$ cat src/rtl/fft_pkg.sv
// Shared types and constants for the FFT input path.
package fft_pkg;

   localparam int N_POINTS = 16;
   localparam int T_W      = 16;
   localparam int TMAX_FFT = 511;
   localparam int TMIN_FFT = -512;
   localparam int HALF     = N_POINTS / 2;
   localparam int FILL_W   = $clog2(N_POINTS + 1);
   localparam int SLOT_W   = $clog2(N_POINTS);

   typedef logic signed [T_W-1:0] t_word_t;
   typedef t_word_t frame_t [N_POINTS];

   typedef enum logic {
      IDLE = 1'b0,
      BUSY = 1'b1
   } fb_state_t;

endpackage

$ cat src/rtl/sample_conditioner.sv
// Arithmetic right shift, clamp to the FFT input range, sign-extend to T_W.
module sample_conditioner
   import fft_pkg::*;
#(
   parameter int IN_W  = 24,
   parameter int SHIFT = 13
) (
   input  logic [IN_W-1:0] sample_in,
   output t_word_t         t_word
);

   localparam logic signed [IN_W-1:0] HI = IN_W'(TMAX_FFT);
   localparam logic signed [IN_W-1:0] LO = IN_W'(TMIN_FFT);

   logic signed [IN_W-1:0] shifted;
   logic signed [IN_W-1:0] clamped;

   always_comb begin
      shifted = $signed(sample_in) >>> SHIFT;
      if (shifted > HI)
         clamped = HI;
      else if (shifted < LO)
         clamped = LO;
      else
         clamped = shifted;
      // clamped lies in [-512, 511], so resizing keeps the sign
      t_word = T_W'(clamped);
   end

endmodule

$ cat src/rtl/fft_frame_builder.sv
// Collects conditioned samples into 16-point frames and issues them to the FFT.
// Optional macro FFT_OVERLAP_EN: 50% frame overlap (new frame every 8 samples).
//
// state | meaning
// IDLE  | no frame outstanding; a full fill launches immediately
// BUSY  | frame issued, waiting for fft_done; next fill continues behind it
module fft_frame_builder
   import fft_pkg::*;
#(
   parameter int IN_W  = 24,
   parameter int SHIFT = 13
) (
   input  logic                    clk,
   input  logic                    reset,
   input  logic                    sample_valid,
   input  logic [IN_W-1:0]         sample_in,
   output logic                    sample_ready,
   input  logic                    fft_done,
   output logic                    new_t,
   output logic [N_POINTS*T_W-1:0] t_frame,
   output logic                    fft_busy,
   output logic                    overflow,
   input  logic                    clr_ovf,
   output logic [7:0]              drop_cnt,
   output logic [15:0]             frame_cnt
);

   localparam logic [FILL_W-1:0] FULL_CNT = FILL_W'(N_POINTS);
`ifdef FFT_OVERLAP_EN
   localparam logic [FILL_W-1:0] RESTART  = FILL_W'(HALF);
`else
   localparam logic [FILL_W-1:0] RESTART  = '0;
`endif
   localparam logic [SLOT_W-1:0] RESTART_SLOT = RESTART[SLOT_W-1:0];

   fb_state_t                state_q, state_d;
   logic [FILL_W-1:0]        fill_cnt_q;
   frame_t                   fill_q;
   logic [N_POINTS*T_W-1:0]  fill_packed;
   logic [N_POINTS*T_W-1:0]  t_frame_q;
   logic                     new_t_q;
   logic                     overflow_q;
   logic [7:0]               drop_cnt_q;
   logic [15:0]              frame_cnt_q;
   t_word_t                  cond_word;
   logic [SLOT_W-1:0]        wr_slot;
   logic                     full, launch, accept, drop;

   sample_conditioner #(
      .IN_W  (IN_W),
      .SHIFT (SHIFT)
   ) u_cond (
      .sample_in (sample_in),
      .t_word    (cond_word)
   );

   assign full         = (fill_cnt_q == FULL_CNT);
   assign launch       = full && ((state_q == IDLE) || fft_done);
   assign sample_ready = !full || launch;
   assign accept       = sample_valid && sample_ready;
   assign drop         = sample_valid && !sample_ready;
   assign wr_slot      = launch ? RESTART_SLOT : fill_cnt_q[SLOT_W-1:0];

   always_comb begin
      state_d = state_q;
      case (state_q)
         IDLE: if (launch) state_d = BUSY;
         BUSY: if (fft_done && !launch) state_d = IDLE;
         default: state_d = IDLE;
      endcase
   end

   always_comb begin
      fill_packed = '0;
      for (int i = 0; i < N_POINTS; i++)
         fill_packed[i*T_W +: T_W] = fill_q[i];
   end

   always_ff @(posedge clk) begin
      if (!reset) begin
         state_q     <= IDLE;
         fill_cnt_q  <= '0;
         t_frame_q   <= '0;
         new_t_q     <= 1'b0;
         overflow_q  <= 1'b0;
         drop_cnt_q  <= '0;
         frame_cnt_q <= '0;
      end else begin
         state_q <= state_d;
         new_t_q <= launch;
         if (launch) begin
            t_frame_q   <= fill_packed;
            frame_cnt_q <= frame_cnt_q + 16'd1;
            fill_cnt_q  <= RESTART + FILL_W'(accept);
         end else if (accept) begin
            fill_cnt_q  <= fill_cnt_q + 1'b1;
         end
         // a drop in the same cycle as clr_ovf restarts the count at one
         if (drop) begin
            overflow_q <= 1'b1;
            if (clr_ovf)
               drop_cnt_q <= 8'd1;
            else if (drop_cnt_q != 8'hFF)
               drop_cnt_q <= drop_cnt_q + 8'd1;
         end else if (clr_ovf) begin
            overflow_q <= 1'b0;
            drop_cnt_q <= '0;
         end
      end
   end

   // Fill storage is don't-care after reset; fill_cnt alone tracks validity.
   always_ff @(posedge clk) begin
`ifdef FFT_OVERLAP_EN
      if (launch) begin
         for (int i = 0; i < HALF; i++)
            fill_q[i] <= fill_q[i+HALF];
      end
`endif
      if (accept)
         fill_q[wr_slot] <= cond_word;
   end

   assign t_frame   = t_frame_q;
   assign new_t     = new_t_q;
   assign fft_busy  = (state_q == BUSY);
   assign overflow  = overflow_q;
   assign drop_cnt  = drop_cnt_q;
   assign frame_cnt = frame_cnt_q;

endmodule

$ cat config.mk
export PLATFORM = sky130hd
export DESIGN_NAME = fft_frame_builder
export DESIGN_NICKNAME = d
export VERILOG_FILES = /design/src/rtl/fft_pkg.sv /design/src/rtl/sample_conditioner.sv /design/src/rtl/fft_frame_builder.sv
export SDC_FILE = /design/constraint.sdc
export NUM_CORES = 1
export LEC_CHECK = 0
export CORE_UTILIZATION = 36
export CTS_BUF_LIST = sky130_fd_sc_hd__clkbuf_16
export CTS_CLUSTER_DIAMETER = 30
export DETAILED_ROUTE_END_ITERATION = 10
export GPL_ROUTABILITY_DRIVEN = 0
export PLACE_DENSITY = 0.72
export SYNTH_ARGS = -nofsm -noshare
export SYNTH_HDL_FRONTEND = slang
export SYNTH_SLANG_ARGS = --single-unit
$ cat constraint.sdc
create_clock -name clk -period 2.7 [get_ports clk]
set_input_delay 0.54 -clock clk [delete_from_list [all_inputs] [get_ports clk]]
set_output_delay 0.54 -clock clk [all_outputs]
set_load 0.02 [all_outputs]
==> key figures <==
Run
  • Max-Cap Viols: 0

STA
  • Worst slew pin tran: 673 ps
  • RSZ-0062 raised after global routing: no
  • Worst clock skew: 12.8 ps
  • Tcrit/Tclk final: 95.9%
  • Final Hold Vio Count: 0
  • Minimum clock period: 2590 ps
  • Pins Over Slew Limit: 0
  • Achievable frequency: 0.386 GHz
  • Setup ws final: 112 ps
  • # setup viols final: 0
  • Slew margin rel.: 54.8%
  • Post-route setup TNS: 0 ps

Yosys
  • Distinct cells, synth: 43
  • Post-synth EDFFs: 176
  • Asr flop ratio synth: 0%
  • Post-Syn Area: 13700 um^2
  • Number of synthesis warnings: 0
  • Sequential area share after synthesis: 69.0%
  • Post-Synthesis Cells: 1256
  • Syn Nets: 1293
  • Ys flop type: dfxtp_1
  • Average size of a mapped cell: 10.9 um^2
  • Post-synthesis sequential element count: 384

Power and ir drop
  • Worst VDD drop: 0.000507 V
  • Leakage: 0.00662 uW
  • Power per Cell Area: 809 nW/um^2
  • Total power: 15900 uW

GRT
  • Grt peak-use layer: met2
  • GR Util All Layers: 18.6%
  • Largest net degree at the start of global routing: 105
  • Antenna violations before repair: 2
  • Grt ovf: 0
  • Vias in the first global route: 9505
  • M1 GR Usage: 22.3%
  • M2 GR Usage: 31.8%
  • First-pass GRT wire length: 54500 um
  • GR Util met3: 4.27%

Floorplan
  • Row count: 71
  • Die ar.: 38800 um^2
  • Vert. Die Dim: 197 um
  • Die X: 197 um
  • IO Count: 313
  • Core ar.: 37600 um^2
  • Initial Util: 36.5%

Outcome
  • Status: finished, final reports clean

Worst setup path
  • Path depth of the worst reg2reg path: 7
  • Crit path launch type: flop
  • Crit path to: sample_ready
  • Critical path arrival: 2050 ps
  • Stages on worst setup path: 5
  • Reg2Reg Setup Slack: 510 ps
  • Req. time, crit path: 2160 ps
  • CP max stage delay: 360 ps
  • Crit-path leading delay family: simple AND/OR/NAND/NOR gates
  • Crit. End Element: output port
  • Worst R2R Start: fill_cnt_q[0]
  • Slowest CP cell: dfxtp_1
  • Crit path cell chain: inv_1, ha_2, nor4bb_4, nand2_1, clkdlybuf4s15_2
  • Setup crit start: fill_cnt_q[0]
  • Kind of critical path: reg -> out
  • Reg2Reg Capture Point: frame_cnt[14]
  • CP max FO: 7
  • WP buf/inv: 2

Clock tree
  • Clock-pin slew on the worst setup and hold paths: 40 ps
  • H-tree lvl count: 3
  • CTS tree: done
  • CTS sink count: 384
  • Clock Root Buffer: clkbuf_16
  • CTS Buf Count: 78
  • Clk_lat worst skew: 570 ps
  • Clk buf depth: 3

Detailed routing
  • Remaining antenna violation count: 0
  • DR iter-0 viols: 514
  • Total number of vias: 9964
  • WL final: 36400 um
  • Pre-antenna DRT Iters: 5
  • Residual DRC count: 0
  • WL per Instance: 17.3 um
  • DR vias/cell: 4.73

Layout
  • Layout cells sized above 1: 11.9%
  • Final Util: 52.3%
  • Area grow syn2layout: 43.4%
  • Ant diodes: 0
  • Final instance area: 19600 um^2
  • Nets@finish: 1565

Placed design
  • HPWL Detailed: 21900 um
  • Worst slack at placement: 275 ps
  • Port Buffer Count: 299
  • Area post-placement: 17000 um^2

Hold path
  • Hold Crit Class: reg -> reg
  • Hold Startpoint: t_frame[243]
layer usage:
layer	share of wire [%]	vias to the layer above	wire, um
li1	-	4767	-
met1	41	4755	14900
met2	50	358	18100
met3	6.4	82	2320
met4	2.9	2	1050
met5	0.036	-	13
stage by stage:
| stage | hold WS (ps) | instances |
|---|---|---|
| 2_1_floorplan | 471 | 1256 |
| 3_3_place_gp | 444 | 1959 |
| 3_5_place_dp | 446 | 1959 |
| 4_1_cts | 452 | 2105 |
| 5_1_grt | 469 | 2105 |
| 6_report | 450 | 2105 |
how the worst min path moves through the flow:
stage | endpoint | slack [ps] | cells past startpoint
floorplan | t_frame[0] | 470 | 2
global placement | t_frame[224] | 440 | 2
detailed placement | t_frame[243] | 450 | 2
CTS | t_frame[243] | 450 | 2
global route | t_frame[192] | 470 | 2
finish | t_frame[243] | 450 | 2
logic make-up after synthesis:
family	synth area share (%)
simple gates	14.4
compound gates	8.59
flops	69.0
xor+xnor	0.511
mux	0.0731
buf+inv	6.67
fa+ha+maj	0.731
state kept, by name (all words and copies together), names as in the netlist:
signal and cells:
frame_cnt 16, t_frame 176, fill_cnt_q 5, new_t 1, overflow 1, fill_q 176, drop_cnt 8, fft_busy 1
synthesized netlist by cell type (2+ instances only):
cell,n,area share (%)
or3_1,4,0.18
nand4_1,5,0.23
o21ai_0,13,0.47
a21oi_1,194,7.1
nor4b_1,4,0.26
o31ai_1,9,0.49
buf_1,3,0.082
and3_1,8,0.37
xor2_1,5,0.32
nor2_1,22,0.60
and2_1,14,0.64
or4_1,7,0.38
inv_1,6,0.16
buf_4,80,4.4
nand2_1,378,10
edfxtp_1,176,39
clkbuf_1,61,1.7
ha_1,8,0.73
nand3_1,14,0.51
nand2b_1,4,0.18
nor3_1,2,0.073
buf_2,7,0.26
and4_1,2,0.13
dfxtp_1,208,30
xnor2_1,3,0.19
nor4_1,2,0.091
timing repair:
action / in CTS / in global routing
buffers inserted: 0 / 0
pin swaps: 0 / 0
cloned: 0 / 0
gates resized for setup: 4 / 1
endpoints found under the setup margin: 1 / 1
hold buffers: 0 / 0
cells in the final DEF, fill, tap and decap left out, types with 2 or more instances in the layout:
master,count
clkinvlp_4,8
xnor2_1,3
o21ai_0,4
and2_1,14
nor4b_2,4
buf_12,8
nand4_1,5
nand3_1,14
or3_1,4
buf_4,37
a21oi_1,194
xor2_1,5
clkinv_2,5
and3_1,8
nor3_1,2
dfxtp_1,208
o21ai_2,9
clkdlybuf4s50_1,297
nor2_1,21
and4_1,2
clkinv_1,12
clkinv_4,9
bufinv_16,7
ha_1,7
or4_1,7
inv_1,17
nand2_1,377
nand2b_1,4
nor4_1,2
edfxtp_1,176
clkbuf_16,85
o31ai_1,9
inv_6,9
tightest hold or removal path, stage by stage, from the launching register on:
cell	delay, ps
dfxtp_1	300
nand2_1	50
a21oi_1	50
cell type report:
type / count / area [um^2]
Fill cell: 3268 / 17900
Timing Repair Buffer: 344 / 3430
Multi-Input combinational cell: 713 / 3430
Clock inverter: 61 / 542
Clock buffer: 85 / 2130
Tap cell: 511 / 639
Inverter: 7 / 31.3
Sequential cell: 384 / 9450
report_power, final:
group / internal, uW / switching (uW)
Clock: 6360 / 3090
Sequential: 6150 / 10.3
Combinational: 70.8 / 215
Note: power is estimated with default switching activity, not from simulation.
